==> config.mk <==
export PLATFORM = sky130hd
export DESIGN_NAME = sha256d_nonce_sched
export DESIGN_NICKNAME = d
export VERILOG_FILES = /design/src/rtl/sha256d_pkg.sv /design/src/rtl/hash_zero_check.sv /design/src/rtl/sha256d_nonce_sched.sv
export SDC_FILE = /design/constraint.sdc
export NUM_CORES = 1
export LEC_CHECK = 0
export BUFFER_PORTS_ARGS = -buffer_cell sky130_fd_sc_hd__buf_2
export CAP_MARGIN = 10
export CELL_PAD_IN_SITES_DETAIL_PLACEMENT = 1
export CELL_PAD_IN_SITES_GLOBAL_PLACEMENT = 2
export CORE_ASPECT_RATIO = 0.6
export CORE_MARGIN = 8
export CORE_UTILIZATION = 47
export CTS_BUF_LIST = sky130_fd_sc_hd__clkbuf_2 sky130_fd_sc_hd__clkbuf_4 sky130_fd_sc_hd__clkbuf_8
export CTS_CLUSTER_SIZE = 20
export DETAILED_ROUTE_END_ITERATION = 8
export GPL_TIMING_DRIVEN = 1
export PLACE_DENSITY = 0.88
export SYNTH_ARGS = -nofsm -noshare
export SYNTH_HDL_FRONTEND = slang
export SYNTH_SLANG_ARGS = --single-unit
==> constraint.sdc <==
create_clock -name clk -period 7.45 [get_ports clk]
set_input_delay 0.745 -clock clk [delete_from_list [all_inputs] [get_ports clk]]
set_output_delay 0.745 -clock clk [all_outputs]
set_load 0.01 [all_outputs]
==> src/rtl/sha256d_pkg.sv <==
// Shared definitions for the double-SHA-256 nonce scheduler and its helpers.
package sha256d_pkg;

  localparam int unsigned HDR_WORDS  = 19;
  localparam int unsigned NONCE_ADDR = 19;
  localparam int unsigned WORD_W     = 32;
  localparam int unsigned ADDR_W     = 5;
  localparam int unsigned HASH_W     = 256;
  localparam int unsigned ZB_W       = 9;

  typedef enum logic [1:0] {
    IDLE,
    LAUNCH,
    WAIT,
    CHECK
  } state_e;

  // Per-run parameters latched on the start pulse.
  typedef struct packed {
    logic [WORD_W-1:0] nonce_end;
    logic [ZB_W-1:0]   zero_bits;
  } run_cfg_t;

  function automatic logic [WORD_W-1:0] bswap32(input logic [WORD_W-1:0] w);
    return {w[7:0], w[15:8], w[23:16], w[31:24]};
  endfunction

endpackage

==> src/rtl/hash_zero_check.sv <==
// Byte-reverses a SHA-256 digest into display order and tests its leading zero bits.
module hash_zero_check
  import sha256d_pkg::*;
(
  input  logic [HASH_W-1:0] hash,
  input  logic [ZB_W-1:0]   zero_bits,
  output logic              meets
);

  logic [HASH_W-1:0] rev;
  logic [HASH_W-1:0] mask;
  logic [ZB_W-1:0]   zb_sat;

  always_comb begin
    rev = '0;
    for (int i = 0; i < HASH_W / 8; i++) begin
      rev[HASH_W-1-8*i -: 8] = hash[8*i +: 8];
    end
  end

  // A shift by the full width yields zero, so 256 selects every bit.
  assign zb_sat = (zero_bits > ZB_W'(HASH_W)) ? ZB_W'(HASH_W) : zero_bits;
  assign mask   = ~({HASH_W{1'b1}} >> zb_sat);
  assign meets  = ((rev & mask) == '0);

endmodule

==> src/rtl/sha256d_nonce_sched.sv <==
// Nonce sweep controller: holds the header prefix, serves the core's word bus,
// launches one double hash per nonce and checks each digest against the difficulty.
module sha256d_nonce_sched
  import sha256d_pkg::*;
#(
  parameter int unsigned NONCE_W = 32
) (
  input  logic                clk,
  input  logic                rst_n,
  input  logic                cfg_we,
  input  logic [ADDR_W-1:0]   cfg_addr,
  input  logic [WORD_W-1:0]   cfg_wdata,
  input  logic                run,
  input  logic                abort,
  input  logic [NONCE_W-1:0]  nonce_start,
  input  logic [NONCE_W-1:0]  nonce_end,
  input  logic [ZB_W-1:0]     zero_bits,
  output logic                core_start,
  input  logic                core_rq,
  input  logic [ADDR_W-1:0]   core_addr,
  output logic [WORD_W-1:0]   core_data,
  output logic                core_rdy,
  input  logic [HASH_W-1:0]   core_hash,
  input  logic                core_done,
  output logic                busy,
  output logic                found,
  output logic [NONCE_W-1:0]  found_nonce,
  output logic                exhausted,
  output logic [NONCE_W-1:0]  cur_nonce,
  output logic [WORD_W-1:0]   hash_count
);

  logic [WORD_W-1:0]  hdr [HDR_WORDS];
  logic [WORD_W-1:0]  rsp_data_c;

  state_e             state, state_d;
  run_cfg_t           cfg_q, cfg_d;
  logic [HASH_W-1:0]  hash_q, hash_d;
  logic               pend_q, pend_d;
  logic [NONCE_W-1:0] cur_d, found_nonce_d;
  logic [WORD_W-1:0]  count_d;
  logic               found_d, exhausted_d, start_d;
  logic               meets;

  // Header store: no reset, so contents survive a mid-run reset.
  always_ff @(posedge clk) begin
    if (cfg_we && !busy && (cfg_addr < ADDR_W'(HDR_WORDS))) begin
      hdr[cfg_addr] <= cfg_wdata;
    end
  end

  // Word 19 carries the nonce little-endian, as it sits in the serialized header.
  always_comb begin
    rsp_data_c = '0;
    if (core_addr < ADDR_W'(HDR_WORDS)) begin
      rsp_data_c = hdr[core_addr];
    end else if (core_addr == ADDR_W'(NONCE_ADDR)) begin
      rsp_data_c = bswap32(cur_nonce);
    end
  end

  always_ff @(posedge clk or negedge rst_n) begin
    if (!rst_n) begin
      core_rdy  <= 1'b0;
      core_data <= '0;
    end else begin
      core_rdy <= core_rq;
      if (core_rq) begin
        core_data <= rsp_data_c;
      end
    end
  end

  hash_zero_check u_zero_check (
    .hash      (hash_q),
    .zero_bits (cfg_q.zero_bits),
    .meets     (meets)
  );

  // Sequencer state and registered outputs.
  always_ff @(posedge clk or negedge rst_n) begin
    if (!rst_n) begin
      state       <= IDLE;
      cfg_q       <= '0;
      hash_q      <= '0;
      pend_q      <= 1'b0;
      cur_nonce   <= '0;
      found_nonce <= '0;
      hash_count  <= '0;
      found       <= 1'b0;
      exhausted   <= 1'b0;
      core_start  <= 1'b0;
      busy        <= 1'b0;
    end else begin
      state       <= state_d;
      cfg_q       <= cfg_d;
      hash_q      <= hash_d;
      pend_q      <= pend_d;
      cur_nonce   <= cur_d;
      found_nonce <= found_nonce_d;
      hash_count  <= count_d;
      found       <= found_d;
      exhausted   <= exhausted_d;
      core_start  <= start_d;
      busy        <= (state_d != IDLE);
    end
  end

  always_comb begin
    state_d       = state;
    cfg_d         = cfg_q;
    hash_d        = hash_q;
    pend_d        = pend_q;
    cur_d         = cur_nonce;
    found_nonce_d = found_nonce;
    count_d       = hash_count;
    found_d       = found;
    exhausted_d   = exhausted;
    start_d       = 1'b0;

    case (state)
      IDLE: begin
        if (run) begin
          state_d           = LAUNCH;
          cfg_d.nonce_end   = nonce_end;
          cfg_d.zero_bits   = zero_bits;
          cur_d             = nonce_start;
          pend_d            = 1'b0;
          found_nonce_d     = '0;
          count_d           = '0;
          found_d           = 1'b0;
          exhausted_d       = 1'b0;
        end
      end
      LAUNCH: begin
        start_d = 1'b1;
        state_d = WAIT;
      end
      WAIT: begin
        if (abort) begin
          pend_d = 1'b1;
        end
        if (core_done) begin
          hash_d  = core_hash;
          state_d = CHECK;
        end
      end
      CHECK: begin
        count_d = hash_count + 32'd1;
        // A hit outranks a pending abort; the range end is tested last.
        if (meets) begin
          found_d       = 1'b1;
          found_nonce_d = cur_nonce;
          state_d       = IDLE;
        end else if (pend_q) begin
          state_d = IDLE;
        end else if (cur_nonce == cfg_q.nonce_end) begin
          exhausted_d = 1'b1;
          state_d     = IDLE;
        end else begin
          cur_d   = cur_nonce + NONCE_W'(1);
          state_d = LAUNCH;
        end
      end
      default: state_d = IDLE;
    endcase
  end

endmodule

Word level (Yosys, flattened, before mapping) --
Memories as Yosys holds them, arrays and structs flattened. Index checks and enable logic that the tools add are counted.
Word-level totals: logic and storage cells 80, bits in registers 433, input port bits 378, RAM bits 608, output and inout bits 133, memories kept 1
Cells by class: add/subtract/negate cells 2, shift-type cells 1, multiplexer cells 30, bitwise operators 2, reductions and logical operators 15, equality and inequality tests 12, $lt $le $gt $ge 3
Memory list:
- hdr | depth 19, bits a word 32, rd ports 1, clocked after Yosys merged registers in 0, write ports 1, RTL line sha256d_nonce_sched.sv:33 | logic [WORD_W-1:0] hdr [HDR_WORDS];
Operator list (number):
- $and A256 B256 Y256 | 1
- $logic_not A256 Y1 | 1
- $mux W32 | 8
- $not A256 Y256 | 1
- $shr A256 B9 Y256 const A | 1
- $pmux W32 S2 | 3
- $add A32 B1 Y32 const B | 2
- $eq A32 B32 Y1 | 1
- $ne A2 B2 Y1 const B | 7
- $mux W1 | 12
- $lt A5 B5 Y1 const B | 2
- $reduce_and A5 Y1 | 2
- $gt A9 B9 Y1 const B | 1
- $mux W9 | 1
- $pmux W2 S4 | 1
- $pmux W1 S2 | 3
- $reduce_and A2 Y1 | 3
- $reduce_and A3 Y1 | 2
- $reduce_bool A2 Y1 | 3
- $eq A5 B5 Y1 const B | 1
- $eq A2 B2 Y1 const B | 2
- $mux W2 | 2
- $eq A2 B1 Y1 const B | 1
- $logic_and A1 B1 Y1 | 2
- other kinds (2) | 2

Depth between registers and ports, before layout --
depth in word-level cells 9, gate-level depth with buffers 16, mapped depth without buffers 11

By module --
A second synthesis with hierarchy kept.
Unflattened totals: cells, all modules 3132, area, all modules 45049.5 um2
Modules (own cells, without submodules):
- sha256d_nonce_sched | times used 1, cells an instance 2498, area an instance 41307.1 um2
- hash_zero_check | times used 1, cells an instance 634, area an instance 3742.3 um2

Least setup slack after synthesis --
OpenSTA, ideal clock, no wires.
path type register -> register, from register cfg_q[0] (netlist bit), to register cur_nonce[0], buffers on the path 3, arrival 3552 ps, stages on the path, launching flop included 13, slack 3772 ps, data required time 7325 ps, path through dfrtp_1 -> or4_1 -> clkbuf_1 -> and3_1 -> a2111oi_2 -> nand4_1 -> or4_1 -> o311a_1 -> or4_1 -> buf_2 -> buf_6 -> a221oi_2 -> nor3_1
Between the ends: word-level cells in the longest chain between the ends 8
RTL lines:
- start, declared | RTL line sha256d_nonce_sched.sv:37 | run_cfg_t cfg_q, cfg_d;
- start signal, assigned | RTL line sha256d_nonce_sched.sv:96 | cfg_q <= cfg_d;
- $gt A9 B9 Y1 | RTL line hash_zero_check.sv:22 | assign zb_sat = (zero_bits > ZB_W'(HASH_W)) ? ZB_W'(HASH_W) : zero_bits;
- $mux W9 (*) | RTL line hash_zero_check.sv:22
- $shr A256 B9 Y256 (*) | RTL line hash_zero_check.sv:23 | assign mask = ~({HASH_W{1'b1}} >> zb_sat);
- $not A256 Y256 (*) | RTL line hash_zero_check.sv:23
- $and A256 B256 Y256 (*) | RTL line hash_zero_check.sv:24 | assign meets = ((rev & mask) == '0);
- $logic_not A256 Y1 (*) | RTL line hash_zero_check.sv:24
- $ne A2 B2 Y1 (no line) (*)
- $reduce_and A5 Y1 (no line) (*)
- end signal, assigned | RTL line sha256d_nonce_sched.sv:99 | cur_nonce <= cur_d;
- end, declared | RTL line sha256d_nonce_sched.sv:29 | output logic [NONCE_W-1:0] cur_nonce,
Mark *: on every way between the ends. The rest lies on a longest branch, timed or not. A chain may end at the register's enable or synchronous reset.

Worst setup path in the final report --
from register cfg_q[8] (netlist bit), to register cur_nonce[30]
The elaborated chain is that of the path after synthesis.

==> results.sh <==
export IMPL_report_power_total_mw=19.57
export IMPL_cap_viol_max_count=0
export IMPL_slowest_stage="a2111oi_0"
export IMPL_cts_sinks=1041
export IMPL_fin_crit_sh_pct=87.61
export IMPL_leakagePower_nw=20.03
export IMPL_place_area_mm2=0.04900
export IMPL_synth_area_leaders="edfxtp_1 (41%), dfrtp_1 (24%), mux4_2 (8.0%), mux2_2 (7.4%), o21ai_0 (1.6%)"
export IMPL_placed_cells=4631
export IMPL_crit_path_start_kind="register"
export IMPL_grt_pass1_wl_mm=264.3
export IMPL_ioPinCount=511
export IMPL_synthFlopType="edfxtp_1"
export IMPL_fp_dieW_um=414.8
export IMPL_initial_utilization_pct=47.57
export IMPL_num_fill_cells=9132
export IMPL_clk_pin_slew_worst_paths_ns=0.08
export IMPL_multi_input_area_mm2=0.01508
export IMPL_antenna_found_initial=47
export IMPL_fin_cells=4938
export IMPL_crit_type="reg -> reg"
export IMPL_vias=32300
export IMPL_die_area_mm2=0.1059
export IMPL_clockBufferDepth=3
export IMPL_fmax_mhz=153.2
export IMPL_outcome="finished, final reports clean"
export IMPL_drt_first_pass_iters=7
export IMPL_synth_top_cells_by_count="edfxtp_1 (608), dfrtp_1 (433), mux2_2 (293)"
export IMPL_synth_top_area_cell="edfxtp_1"
export IMPL_grt_ovfl_total=0
export IMPL_layout_drive_gt1_share_pct=36.76
export IMPL_final_antenna_net_count=0
export IMPL_seq_area_mm2=0.02910
export IMPL_wl_per_cell_um=39.19
export IMPL_async_reset_ff_share_pct=41.59
export IMPL_core_mm2=0.09427
export IMPL_final_area_mm2=0.05218
export IMPL_synthToLayoutAreaGrowth_pct=16.37
export IMPL_setup_viol=0
export IMPL_via_per_inst=6.542
export IMPL_cts_setup_buffers=0
export IMPL_critPathArrivalTime_ns=7.23
export IMPL_cp_slowest_stage_delay_ns=1.09
export IMPL_fin_setup_tns_ns=0
export IMPL_synth_seq_cells=1041
export IMPL_max_slew_margin_rel_pct=12.00
export IMPL_final_core_utilization_pct=55.35
export IMPL_fin_nets=3924
export IMPL_cp_depth=12
export IMPL_synth_most_common_cell="edfxtp_1"
export IMPL_hold_depth=2
export IMPL_cts_buffers=151
export IMPL_r2r_cells=12
export IMPL_hp_class="in -> reg"
export IMPL_power_per_cell_area_mw_per_mm2=375.1
export IMPL_netlist_cell_type_count=85
export IMPL_clockRootBuffer="clkbuf_8"
export IMPL_cp_common_cell="buf_4"
export IMPL_synth_top_area_share_pct=40.72
export IMPL_yosys_warnings=0
export IMPL_synth_yosys_seq_area_share_pct=64.88
export IMPL_finClkSkew_ns=0.03025
export IMPL_cp_required_ns=8.16
export IMPL_place_ws_ns=1.416
export IMPL_cts_hold_buf=1
export IMPL_layout_min_cycle_time_ns=6.527
export IMPL_cp_max_fo=29
export IMPL_vdd_ir_drop_worst_mv=0.2406
export IMPL_tightest_slew_ns=1.287
export IMPL_finalWorstSetupSlack_ns=0.9233
export IMPL_drc=0
export IMPL_drt_initial_drc_count=4474
export IMPL_rsz0062_at_grt="false"
export IMPL_wl_mm=193.5
export IMPL_synth_fp_nets=3394
export IMPL_path_delay_family="simple AND/OR/NAND/NOR gates"
export IMPL_globalplace_congestion=1.007
export IMPL_ctsResizeCount=0
export IMPL_whs_ns=0.1166
export IMPL_synth_edf_count=608
export IMPL_finalMaxSlewViolations=0
export IMPL_grt_start_max_net_pins=164
export IMPL_synth_cells=3010
export IMPL_grt_usage_pct=35.49
export IMPL_first_global_vias=33460
export IMPL_worstPathCellList="buf_4 -> nor3_4 -> buf_4 -> nand2_1 -> o21a_1 -> a2111oi_0 -> nand4bb_1 -> nand4b_1 -> or4_1 -> buf_4 -> a21oi_4 -> o22ai_1"
export IMPL_std_cell_rows=87
export IMPL_htree_levels=4
export IMPL_die_height_um=255.3
export IMPL_port_buffers=510
export IMPL_avgSynthCellArea_um2=14.90
export IMPL_synth_area_mm2=0.04484
export IMPL_r2r_setup_slack_ns=0.92
export IMPL_critPathBufInv=3
export IMPL_endpoint_kind="register"
export IMPL_clk_latency_ns=0.87
export IMPL_hold_viol=0
export IMPL_tritoncts="done"
export IMPL_dp_hpwl_mm=139.6
## cell usage in the layout, fill, tap and decap left out, types with 12 or more instances in the layout
master    instances
nor4_1           44
inv_1            22
buf_2           507
nor2b_1          15
dfrtp_1         429
and3_1           25
o22ai_1          13
a31oi_1          25
o21ai_0         145
mux2_2          293
nand3_1          48
clkinv_2         12
a21oi_1         126
nand2_1         133
o211ai_1         19
a22o_1           36
xor2_1           55
mux2i_1          66
buf_4            68
a22oi_1          15
nor3_1           41
nor2_4           20
clkbuf_8        174
edfxtp_1        608
mux4_2          160
nor2_1          151
clkbuf_4         59
clkinv_1         22
diode_2          30
nand4_1          34
## state kept, by name (all words and copies together) (netlist names)
name and cells:
found_nonce 32, cur_nonce 32, exhausted 1, core_data 32
pend_q 1, cfg_q 41, hash_count 32, found 1
hash_q 256, busy 1, core_rdy 1, hdr 608
state 2, core_start 1
## final timing paths
| check | startpoint | end |
|---|---|---|
| max in group asynchronous | rst_n | hash_count[30]$_DFFE_PN0P_ |
| min in group asynchronous | rst_n | hash_q[172]$_DFFE_PN0P_ |
| hold reg to reg | hash_q[16]$_DFFE_PN0P_ | hash_q[16]$_DFFE_PN0P_ |
| hold / removal | core_hash[135] | hash_q[135]$_DFFE_PN0P_ |
| setup / recovery | cfg_q[8]$_DFFE_PN0P_ | cur_nonce[30]$_DFFE_PN0P_ |
| setup reg to reg | cfg_q[8]$_DFFE_PN0P_ | cur_nonce[30]$_DFFE_PN0P_ |
## report_power, final
part / total, mW / internal (mW) / switching (mW)
Clock: 4.78 / 2.47 / 2.31
Sequential: 8.69 / 7.08 / 1.61
Combinational: 6.11 / 2.16 / 3.95
## layer usage
metal  routed length [um]  track usage [%]  part of all wire (%)
met5                   23                0                 0.012
met4                 6935            12.59                   3.6
met3                19540            9.009                    10
met2                88250            54.72                    46
met1                78790            49.37                    41
## logic make-up (layout without fill, tap and decap cells)
group	Yosys count	after routing	synth area share [%]
DFF	1041	1041	64.88
and+or+nand+nor	599	599	6.647
AOI/OAI and AO/OA	548	548	8.151
muxes	519	519	16.87
buffers and inverters	231	883	1.978
xor gates and xnor gates	59	59	1.152
adders and majority gates	13	13	0.3237
other	0	30	0
## final cells by class
type	count	share of cell area, %
antenna	30	0.1439
clock buffer	233	5.438
clock inverter	42	0.4868
inverter	24	0.1726
multi-input combinational	1738	28.89
sequential	1041	55.76
tap	1246	2.988
timing repair buffer	584	6.112
Power figures use the tool's default switching activity.
